### src/rtl/vga_write_arbiter_if.sv
// Pixel-stream and VGA adapter write bus for vga_write_arbiter.
// The master drives the pixel stream and reads the adapter side; the slave is the arbiter.
interface vga_write_arbiter_if;
    logic [7:0] x_in;
    logic [7:0] y_in;
    logic [2:0] color_in;
    logic       plot_in;
    logic       clear_req;

    logic [7:0] vga_x;
    logic [6:0] vga_y;
    logic [2:0] vga_colour;
    logic       vga_write;
    logic       clear_busy;
    logic       overflow;
    logic [2:0] fifo_count;

    modport master (
        output x_in, y_in, color_in, plot_in, clear_req,
        input  vga_x, vga_y, vga_colour, vga_write, clear_busy, overflow, fifo_count
    );

    modport slave (
        input  x_in, y_in, color_in, plot_in, clear_req,
        output vga_x, vga_y, vga_colour, vga_write, clear_busy, overflow, fifo_count
    );
endinterface

### src/rtl/vga_write_arbiter.sv
// Arbitrates the VGA adapter write port between a full-screen clear sweep and
// buffered sprite pixels. Plots arriving mid-sweep wait in a small FIFO.
module vga_write_arbiter #(
    parameter int         FIFO_DEPTH = 4,
    parameter int         SCREEN_W   = 160,
    parameter int         SCREEN_H   = 120,
    parameter logic [2:0] BG_COLOR   = 3'b000
) (
    input logic                clk,
    input logic                reset_n,
    vga_write_arbiter_if.slave bus
);

    localparam int PW = $clog2(FIFO_DEPTH);
    localparam int CW = PW + 1;
    localparam logic [CW-1:0] DEPTH_C = CW'(FIFO_DEPTH);
    localparam logic [7:0]    LAST_X  = 8'(SCREEN_W - 1);
    localparam logic [6:0]    LAST_Y  = 7'(SCREEN_H - 1);

    typedef enum logic {
        IDLE,
        CLEAR
    } state_t;

    state_t        state_q, state_d;
    logic [7:0]    sx_q, sx_d;
    logic [6:0]    sy_q, sy_d;
    logic [17:0]   mem_q [FIFO_DEPTH];
    logic [17:0]   mem_d [FIFO_DEPTH];
    logic [PW-1:0] rd_ptr_q, rd_ptr_d;
    logic [PW-1:0] wr_ptr_q, wr_ptr_d;
    logic [CW-1:0] count_q, count_d;
    logic [7:0]    vga_x_q, vga_x_d;
    logic [6:0]    vga_y_q, vga_y_d;
    logic [2:0]    vga_colour_q, vga_colour_d;
    logic          vga_write_q, vga_write_d;
    logic          clear_busy_q, clear_busy_d;
    logic          overflow_q, overflow_d;

    logic in_range;
    logic push_valid;
    logic push;
    logic pop;
    logic step;

    // A clear request pre-empts both the sweep step and any pending pop on its edge,
    // so queued pixels stay in the FIFO until the new sweep has finished.
    always_comb begin
        state_d      = state_q;
        sx_d         = sx_q;
        sy_d         = sy_q;
        mem_d        = mem_q;
        rd_ptr_d     = rd_ptr_q;
        wr_ptr_d     = wr_ptr_q;
        count_d      = count_q;
        vga_x_d      = vga_x_q;
        vga_y_d      = vga_y_q;
        vga_colour_d = vga_colour_q;
        overflow_d   = overflow_q;

        in_range   = (bus.x_in <= LAST_X) && (bus.y_in <= {1'b0, LAST_Y});
        push_valid = bus.plot_in && in_range;
        pop        = (state_q == IDLE) && (count_q != '0) && !bus.clear_req;
        step       = (state_q == CLEAR) && !bus.clear_req;
        push       = push_valid && ((count_q != DEPTH_C) || pop);

        if (bus.clear_req) begin
            state_d = CLEAR;
            sx_d    = '0;
            sy_d    = '0;
        end else if (step) begin
            if (sx_q == LAST_X) begin
                sx_d = '0;
                if (sy_q == LAST_Y) begin
                    sy_d    = '0;
                    state_d = IDLE;
                end else begin
                    sy_d = sy_q + 7'd1;
                end
            end else begin
                sx_d = sx_q + 8'd1;
            end
        end

        vga_write_d = pop || step;
        if (pop) begin
            {vga_x_d, vga_y_d, vga_colour_d} = mem_q[rd_ptr_q];
            rd_ptr_d = rd_ptr_q + PW'(1);
        end else if (step) begin
            vga_x_d      = sx_q;
            vga_y_d      = sy_q;
            vga_colour_d = BG_COLOR;
        end

        // The full-FIFO slot is freed by a same-edge pop, so writing at wr_ptr is safe.
        if (push) begin
            mem_d[wr_ptr_q] = {bus.x_in, bus.y_in[6:0], bus.color_in};
            wr_ptr_d        = wr_ptr_q + PW'(1);
        end

        case ({push, pop})
            2'b10:   count_d = count_q + CW'(1);
            2'b01:   count_d = count_q - CW'(1);
            default: count_d = count_q;
        endcase

        if (push_valid && !push) begin
            overflow_d = 1'b1;
        end

        clear_busy_d = (state_d == CLEAR);
    end

    always_ff @(posedge clk or negedge reset_n) begin
        if (!reset_n) begin
            state_q      <= IDLE;
            sx_q         <= '0;
            sy_q         <= '0;
            for (int i = 0; i < FIFO_DEPTH; i++) begin
                mem_q[i] <= '0;
            end
            rd_ptr_q     <= '0;
            wr_ptr_q     <= '0;
            count_q      <= '0;
            vga_x_q      <= '0;
            vga_y_q      <= '0;
            vga_colour_q <= '0;
            vga_write_q  <= 1'b0;
            clear_busy_q <= 1'b0;
            overflow_q   <= 1'b0;
        end else begin
            state_q      <= state_d;
            sx_q         <= sx_d;
            sy_q         <= sy_d;
            mem_q        <= mem_d;
            rd_ptr_q     <= rd_ptr_d;
            wr_ptr_q     <= wr_ptr_d;
            count_q      <= count_d;
            vga_x_q      <= vga_x_d;
            vga_y_q      <= vga_y_d;
            vga_colour_q <= vga_colour_d;
            vga_write_q  <= vga_write_d;
            clear_busy_q <= clear_busy_d;
            overflow_q   <= overflow_d;
        end
    end

    assign bus.vga_x      = vga_x_q;
    assign bus.vga_y      = vga_y_q;
    assign bus.vga_colour = vga_colour_q;
    assign bus.vga_write  = vga_write_q;
    assign bus.clear_busy = clear_busy_q;
    assign bus.overflow   = overflow_q;
    assign bus.fifo_count = 3'(count_q);

endmodule

### src/flat_wrapper.sv
// flat-port wrapper written by rule: the top's interface ports become plain ports
module vga_write_arbiter_flat 
#(
    parameter int         FIFO_DEPTH = 4,
    parameter int         SCREEN_W   = 160,
    parameter int         SCREEN_H   = 120,
    parameter logic [2:0] BG_COLOR   = 3'b000
)
  (clk, reset_n, bus_x_in, bus_y_in, bus_color_in, bus_plot_in, bus_clear_req, bus_vga_x, bus_vga_y, bus_vga_colour, bus_vga_write, bus_clear_busy, bus_overflow, bus_fifo_count);
  vga_write_arbiter_if bus_i ();
  input logic clk;
  input logic reset_n;
  input wire logic [$bits(bus_i.x_in)-1:0] bus_x_in;
  input wire logic [$bits(bus_i.y_in)-1:0] bus_y_in;
  input wire logic [$bits(bus_i.color_in)-1:0] bus_color_in;
  input wire logic [$bits(bus_i.plot_in)-1:0] bus_plot_in;
  input wire logic [$bits(bus_i.clear_req)-1:0] bus_clear_req;
  output wire logic [$bits(bus_i.vga_x)-1:0] bus_vga_x;
  output wire logic [$bits(bus_i.vga_y)-1:0] bus_vga_y;
  output wire logic [$bits(bus_i.vga_colour)-1:0] bus_vga_colour;
  output wire logic [$bits(bus_i.vga_write)-1:0] bus_vga_write;
  output wire logic [$bits(bus_i.clear_busy)-1:0] bus_clear_busy;
  output wire logic [$bits(bus_i.overflow)-1:0] bus_overflow;
  output wire logic [$bits(bus_i.fifo_count)-1:0] bus_fifo_count;
  assign bus_i.x_in = bus_x_in;
  assign bus_i.y_in = bus_y_in;
  assign bus_i.color_in = bus_color_in;
  assign bus_i.plot_in = bus_plot_in;
  assign bus_i.clear_req = bus_clear_req;
  assign bus_vga_x = bus_i.vga_x;
  assign bus_vga_y = bus_i.vga_y;
  assign bus_vga_colour = bus_i.vga_colour;
  assign bus_vga_write = bus_i.vga_write;
  assign bus_clear_busy = bus_i.clear_busy;
  assign bus_overflow = bus_i.overflow;
  assign bus_fifo_count = bus_i.fifo_count;
  vga_write_arbiter #(.FIFO_DEPTH(FIFO_DEPTH), .SCREEN_W(SCREEN_W), .SCREEN_H(SCREEN_H), .BG_COLOR(BG_COLOR)) u_core (.clk(clk), .reset_n(reset_n), .bus(bus_i));
endmodule
### config.mk
export PLATFORM = sky130hd
export DESIGN_NAME = vga_write_arbiter_flat
export DESIGN_NICKNAME = d
export VERILOG_FILES = /design/src/rtl/vga_write_arbiter_if.sv /design/src/rtl/vga_write_arbiter.sv /design/src/flat_wrapper.sv
export SDC_FILE = /design/constraint.sdc
export NUM_CORES = 1
export LEC_CHECK = 0
export CORE_MARGIN = 2
export CORE_UTILIZATION = 65
export CTS_BUF_LIST = sky130_fd_sc_hd__clkbuf_8
export DETAILED_ROUTE_END_ITERATION = 7
export MAX_ROUTING_LAYER = met4
export PLACE_DENSITY = 0.95
export SYNTH_ARGS = -nofsm -noshare
export SYNTH_HDL_FRONTEND = slang
export SYNTH_SLANG_ARGS = --single-unit
### constraint.sdc
create_clock -name clk -period 3.1 [get_ports clk]
set_input_delay 0.775 -clock clk [delete_from_list [all_inputs] [get_ports clk]]
set_output_delay 0.775 -clock clk [all_outputs]
set_load 0.02 [all_outputs]
==> flow_metrics.env <==
export IMPL_postRouteWirelength_mm=12.3
export IMPL_tightest_slew_ns=0.537
export IMPL_dpl_hpwl_mm=7.70
export IMPL_setup_violations=0
export IMPL_overflow=0
export IMPL_leakagePower_nw=2.87
export IMPL_syn_instance_count=358
export IMPL_ctsResizeCount=0
export IMPL_rsz0062_at_grt="false"
export IMPL_routabilityCongestion=0.886
export IMPL_min_path_type="in -> async"
export IMPL_drt_iter0_markers=243
export IMPL_core_area_mm2=0.00826
export IMPL_rr_worst_depth=10
export IMPL_m1WireLength_mm=5.08
export IMPL_total_power_mw=5.15
export IMPL_cp_end_kind="flop"
export IMPL_antennaDiodeCount=0
export IMPL_wire_per_inst_um=22.9
export IMPL_synth_enable_flop_cells=0
export IMPL_portBuffers=46
export IMPL_min_period_ns=2.59
export IMPL_syn_area_per_cell_um2=15.5
export IMPL_peakVddDrop_uv=581
export IMPL_seq_area_frac_synth_pct=51.9
export IMPL_instances_no_fill=538
export IMPL_finalClockSkew_ns=0.00905
export IMPL_rows=33
export IMPL_finalHoldViolations=0
export IMPL_required_ns=3.46
export IMPL_die_area_mm2=0.00929
export IMPL_status="finished, final reports clean"
export IMPL_cts_root_buffer="clkbuf_8"
export IMPL_ys_types=42
export IMPL_ctsHoldBuffers=0
export IMPL_pwr_density_cell_mw_per_mm2=790
export IMPL_slowest_delay_ns=0.54
export IMPL_track_usage_pct=30.8
export IMPL_fp_dieH_um=96.4
export IMPL_cpMaxStageDelayCell="clkdlybuf4s50_1"
export IMPL_ys_flop_type="dfrtp_1"
export IMPL_initial_core_util_pct=67.2
export IMPL_placed_cells=506
export IMPL_clk_insertion_delay_late_ns=0.44
export IMPL_critPathLaunchType="input port"
export IMPL_fmax_ghz=0.385
export IMPL_fin_nets=451
export IMPL_cts_tree="yes"
export IMPL_worst_path_max_fanout=6
export IMPL_syn_area_mm2=0.00555
export IMPL_grt_pass1_wl_mm=20.0
export IMPL_firstDrtPassIters=4
export IMPL_die_w_um=96.4
export IMPL_layout_common_cells="115 x dfrtp_1, 62 x mux2_4, 45 x clkdlybuf4s50_1"
export IMPL_top_layer="met4"
export IMPL_fin_setup_tns_ns=0
export IMPL_drt_antenna_violating_nets=0
export IMPL_grt_pass1_vias=3650
export IMPL_maxSlewViolCount=0
export IMPL_r2r_start="u_core.bus.fifo_count[0]$_DFFE_PN0P_"
export IMPL_nFillCells=440
export IMPL_synth_net_count=389
export IMPL_r2r_slack_ns=0.58
export IMPL_crit_start="bus_clear_req"
export IMPL_num_io_pins=47
export IMPL_critPathKind="in -> reg"
export IMPL_clk_pin_slew_ns=0.07
export IMPL_worstReg2RegEnd="u_core.bus.fifo_count[2]$_DFFE_PN0P_"
export IMPL_cts_buffer_depth=2
export IMPL_finalCritPeriodShare_pct=83.7
export IMPL_max_slew_margin_rel_pct=64.2
export IMPL_path_cells="clkdlybuf4s50_1, nor2_4, nor2_4, nor2_1, inv_1, ha_1, inv_1, fa_1, xor2_1, nor2_1, xor2_1"
export IMPL_yosys_warnings=0
export IMPL_grt_start_max_net_pins=52
export IMPL_synthArstFlopShare_pct=100
export IMPL_grt_antenna_before_repair=0
export IMPL_ys_ff_latch=115
export IMPL_wl_met3_um=585
export IMPL_post_cts_buffers=0
export IMPL_wl_met2_mm=6.48
export IMPL_drive_gt1_share_pct=40.9
export IMPL_htree_num_levels=4
export IMPL_vias=3309
export IMPL_syn_to_final_growth_pct=17.4
export IMPL_critPathArrivalTime_ns=2.95
export IMPL_critical_path_endpoint="u_core.bus.fifo_count[2]$_DFFE_PN0P_"
export IMPL_drc=0
export IMPL_viasPerCell=6.15
export IMPL_layout_commonest_cell="dfrtp_1"
export IMPL_maxCapViolCount=0
export IMPL_cts_sinks=115
export IMPL_cts_inserted_buffers=17
cell usage after synthesis (2+ instances only):
cell,number,area [um2]
a22o_1,3,26.3
nor2_1,14,52.6
or3_1,3,18.8
a21oi_1,6,30.0
o21ai_0,6,30.0
and4_1,2,17.5
nor2_4,2,22.5
buf_6,11,124
inv_1,9,33.8
clkbuf_1,2,7.51
xnor2_1,10,87.6
mux2_4,62,931
nor3b_1,4,30.0
nand2_1,6,22.5
inv_2,2,7.51
dfrtp_1,115,2880
nand4_1,2,12.5
mux2_2,37,417
ha_1,7,87.6
buf_2,4,20.0
mux4_2,18,405
xor2_1,5,43.8
mux2i_1,3,30.0
o31ai_1,2,15.0
nand3_1,6,30.0
state kept, by name (all words and copies together), names as in the netlist:
register               cells
u_core.rd_ptr_q            2
u_core.bus.vga_write       1
u_core.sy_q                7
u_core.bus.vga_y           7
u_core.mem_q              72
u_core.bus.fifo_count      3
u_core.wr_ptr_q            2
u_core.bus.vga_x           8
u_core.bus.vga_colour      3
u_core.bus.overflow        1
u_core.sx_q                8
u_core.state_q             1
metrics by stage:
stage / cell area, um2 / hold slack (ns) / utilization [%] / worst slack [ns]
floorplan: 5550 / 0.475 / - / 0.799
global placement: 6140 / 0.485 / 74.3 / 0.286
detailed placement: 6140 / 0.492 / 74.3 / 0.196
CTS: 6510 / 0.315 / 78.9 / 0.527
global route: 6510 / 0.344 / 78.9 / 0.404
finish: 6510 / 0.308 / 78.9 / 0.506
worst max-delay path, delay by kind of cell:
family	cells	cell delay, ns
XOR/XNOR	2	0.34
adder cells (fa/ha/maj)	2	0.57
AND/OR/NAND/NOR	4	0.60
buffers and inverters	3	0.68
where the power goes:
group          switching [mW]  leakage, nW  total (mW)  internal, mW
sequential              0.341         1.45        2.35          2.01
combinational           0.518         1.23        1.44         0.919
clock                   0.653        0.192        1.36         0.704
total                    1.51         2.87        5.15          3.63
layer usage:
| metal | up-vias | GRT usage, % |
|---|---|---|
| met5 | - | - |
| met4 | 0 | 8.57 |
| met3 | 21 | 7.21 |
| met2 | 121 | 49.0 |
| met1 | 1745 | 40.3 |
| li1 | 1422 | - |
worst min path at each step:
stage,start,endpoint,slack (ns)
finish,reset_n,u_core.mem_q[0]$_DFFE_PN0P_,0.31
global route,reset_n,u_core.mem_q[49]$_DFFE_PN0P_,0.34
CTS,reset_n,u_core.mem_q[18]$_DFFE_PN0P_,0.32
detailed placement,u_core.bus.vga_x[1]$_DFFE_PN0P_,u_core.bus.vga_x[1]$_DFFE_PN0P_,0.49
global placement,u_core.mem_q[17]$_DFFE_PN0P_,u_core.mem_q[17]$_DFFE_PN0P_,0.48
floorplan,reset_n,u_core.bus.fifo_count[0]$_DFFE_PN0P_,0.48
kinds of logic (layout without fill, tap and decap cells):
kind of cell	Yosys count	count (layout)	synth area share [%]
adders and majority gates	8	8	1.94
DFF	115	115	51.9
muxes	120	120	32.1
and+or+nand+nor	49	49	5.30
AOI/OAI and AO/OA	22	22	2.80
xor gates and xnor gates	15	15	2.37
buffers and inverters	29	104	3.61
final cells by class:
cell class / instances / area, um2 / area share (%)
Clock buffer: 17 / 234 / 3.59
Clock inverter: 15 / 143 / 2.19
Inverter: 11 / 41.3 / 0.634
Multi-Input combinational cell: 214 / 2490 / 38.2
Sequential cell: 115 / 2880 / 44.2
Tap cell: 105 / 131 / 2.02
Timing Repair Buffer: 61 / 596 / 9.14
Note: power is estimated with default switching activity, not from simulation.
==> RTL edit: new RTL, same flow settings <==
Register the output `bus.fifo_count`, without a reset; this adds one clock of latency there.
--- a/src/rtl/vga_write_arbiter.sv
+++ b/src/rtl/vga_write_arbiter.sv
@@ -153,3 +153,5 @@
     assign bus.overflow   = overflow_q;
-    assign bus.fifo_count = 3'(count_q);
+    always_ff @(posedge clk) begin
+        bus.fifo_count <= 3'(count_q);
+    end
 
Function: changed (Yosys sat finds a counterexample within 4 cycles, from zero or initial values and one cycle with reset_n low).
==> RTL edit against the original RTL <==
Design area up 1.3%. Power up 3.2%. Die area up 1.0%. Highest routed layer unchanged. Synthesized area up 1.1%. Critical endpoint is now u_core.count_q[1]. Core utilization up 0.66 points. Sequential share of layout area up 0.32 points. Worst hold slack better by 0.025 ns. Sequential cell count up 3. Routed wire length down 1.7%. Critical path depth down 2. Setup slack worse by 0.018 ns.
==> RTL edit: results <==
group,metric,value,unit
logic_synthesis,synth.top_cells.by_area,"dfrtp_1 (51%), mux2_4 (17%), mux2_2 (7.4%)",
final_layout,final_nets,454,
final_layout,top_register,"u_core.mem_q",
logic_synthesis,seq_area_frac_synth,52.38,%
final_layout,drive_gt1_share,40.83,%
sta,slew_headroom,59.80,%
global_route,grt_pass1_wl,20.04,mm
setup_path,reg2reg_to,"u_core.count_q[2]",
clock_tree,numCtsBuffers,17,
route,wirelength,12.11,mm
route,wl_met2,6.019,mm
setup_path,slowest_delay,0.53,ns
global_route,grtUsageMet1,38.11,%
route,post_drt_wl_per_cell,22.38,um
final_layout,fillers,399,
logic_synthesis,yosysUniqueCellTypes,43,
global_route,met2_usage,44.02,%
place,dp_cells,509,
power_and_ir_drop,ir_drop,0.0005105,V
logic_synthesis,yosysWarnings,0,
sta,skew,0.01218,ns
route,drt_iter0_markers,324,
global_route,grt_max_degree,73,
route,wl_met1,5.058,mm
setup_path,slowest_stage,"clkdlybuf4s50_1",
outcome,status,"finished clean",
clock_tree,root_buffer,"clkbuf_8",
global_route,first_global_vias,3620,
power_and_ir_drop,power.leakage,2.908,nW
route,met3_wirelength,709,um
setup_path,rrSetupSlack,0.73,ns
place,globalplace.congestion,0.9317,
clock_tree,post-cts-setup-buffers,0,
setup_path,critPathTopFamily,"buffers and inverters",
clock_tree,clk_pin_slew,0.08,ns
setup_path,rr_worst_depth,10,
final_layout,largest_reg_flops,72,
clock_tree,cts_resized,0,
setup_path,reg2reg_from,"u_core.count_q[1]",
setup_path,cp-startpoint,"bus_x_in[6]",
logic_synthesis,synth_nets,392,
logic_synthesis,synth_common_cells,"dfrtp_1 (115), mux2_4 (62), mux2_2 (37)",
clock_tree,insertion_delay,0.44,ns
global_route,grt_usage,28.68,%
route,firstDrtPassIters,4,
place,hpwl,7.802,mm
route,vias,3333,
logic_synthesis,async_flop_share,97.46,%
setup_path,cp_max_fo,5,
clock_tree,htree_num_levels,4,
logic_synthesis,synthesis.instances,361,
place,placed_cell_area,0.006185,mm2
global_route,met3_usage,5.564,%
-- RTL edit: changes by cell type after synthesis, sizes merged --
cell   unedited run  this run
dfxtp             0         3
-- RTL edit: power by group --
| group | switching (mW) | internal [mW] |
|---|---|---|
| combinational | 0.518 | 0.918 |
| clock | 0.628 | 0.831 |
| sequential | 0.345 | 2.07 |
-- RTL edit: worst max path at each step --
stage / to / slack, ns / depth (start not counted)
global route: u_core.count_q[1] / 0.48 / 9
finish: u_core.count_q[1] / 0.49 / 9
global placement: u_core.count_q[2] / 0.28 / 11
detailed placement: u_core.count_q[1] / 0.08 / 9
CTS: u_core.count_q[1] / 0.53 / 9
floorplan: u_core.count_q[2] / 0.81 / 10
-- RTL edit: final cells by class --
cell class / count / area (um2) / area share (%)
clock buffer: 19 / 261.5 / 3.961
clock inverter: 13 / 155.1 / 2.350
inverter: 11 / 41.29 / 0.6255
multi-input combinational: 214 / 2491 / 37.74
sequential: 118 / 2938 / 44.50
tap: 105 / 131.4 / 1.990
timing repair buffer: 61 / 583.1 / 8.832
-- RTL edit: metrics by stage --
stage	worst slack, ns	hold WS (ns)	power, mW	util [%]
2_1_floorplan	0.8052	0.3827	3.380	-
3_3_place_gp	0.2779	0.4320	3.692	74.52
3_5_place_dp	0.07583	0.4492	3.832	74.52
4_1_cts	0.5266	0.3332	5.322	79.54
5_1_grt	0.4767	0.3729	5.529	79.54
6_report	0.4881	0.3331	5.312	79.54
-- RTL edit: kinds of logic after synthesis --
group / synth area share, %
AO/OA/AOI/OAI: 2.766
XOR/XNOR: 2.342
adder cells (fa/ha/maj): 1.918
buffers and inverters: 3.569
flip-flops: 52.38
multiplexers: 31.79
AND/OR/NAND/NOR: 5.242
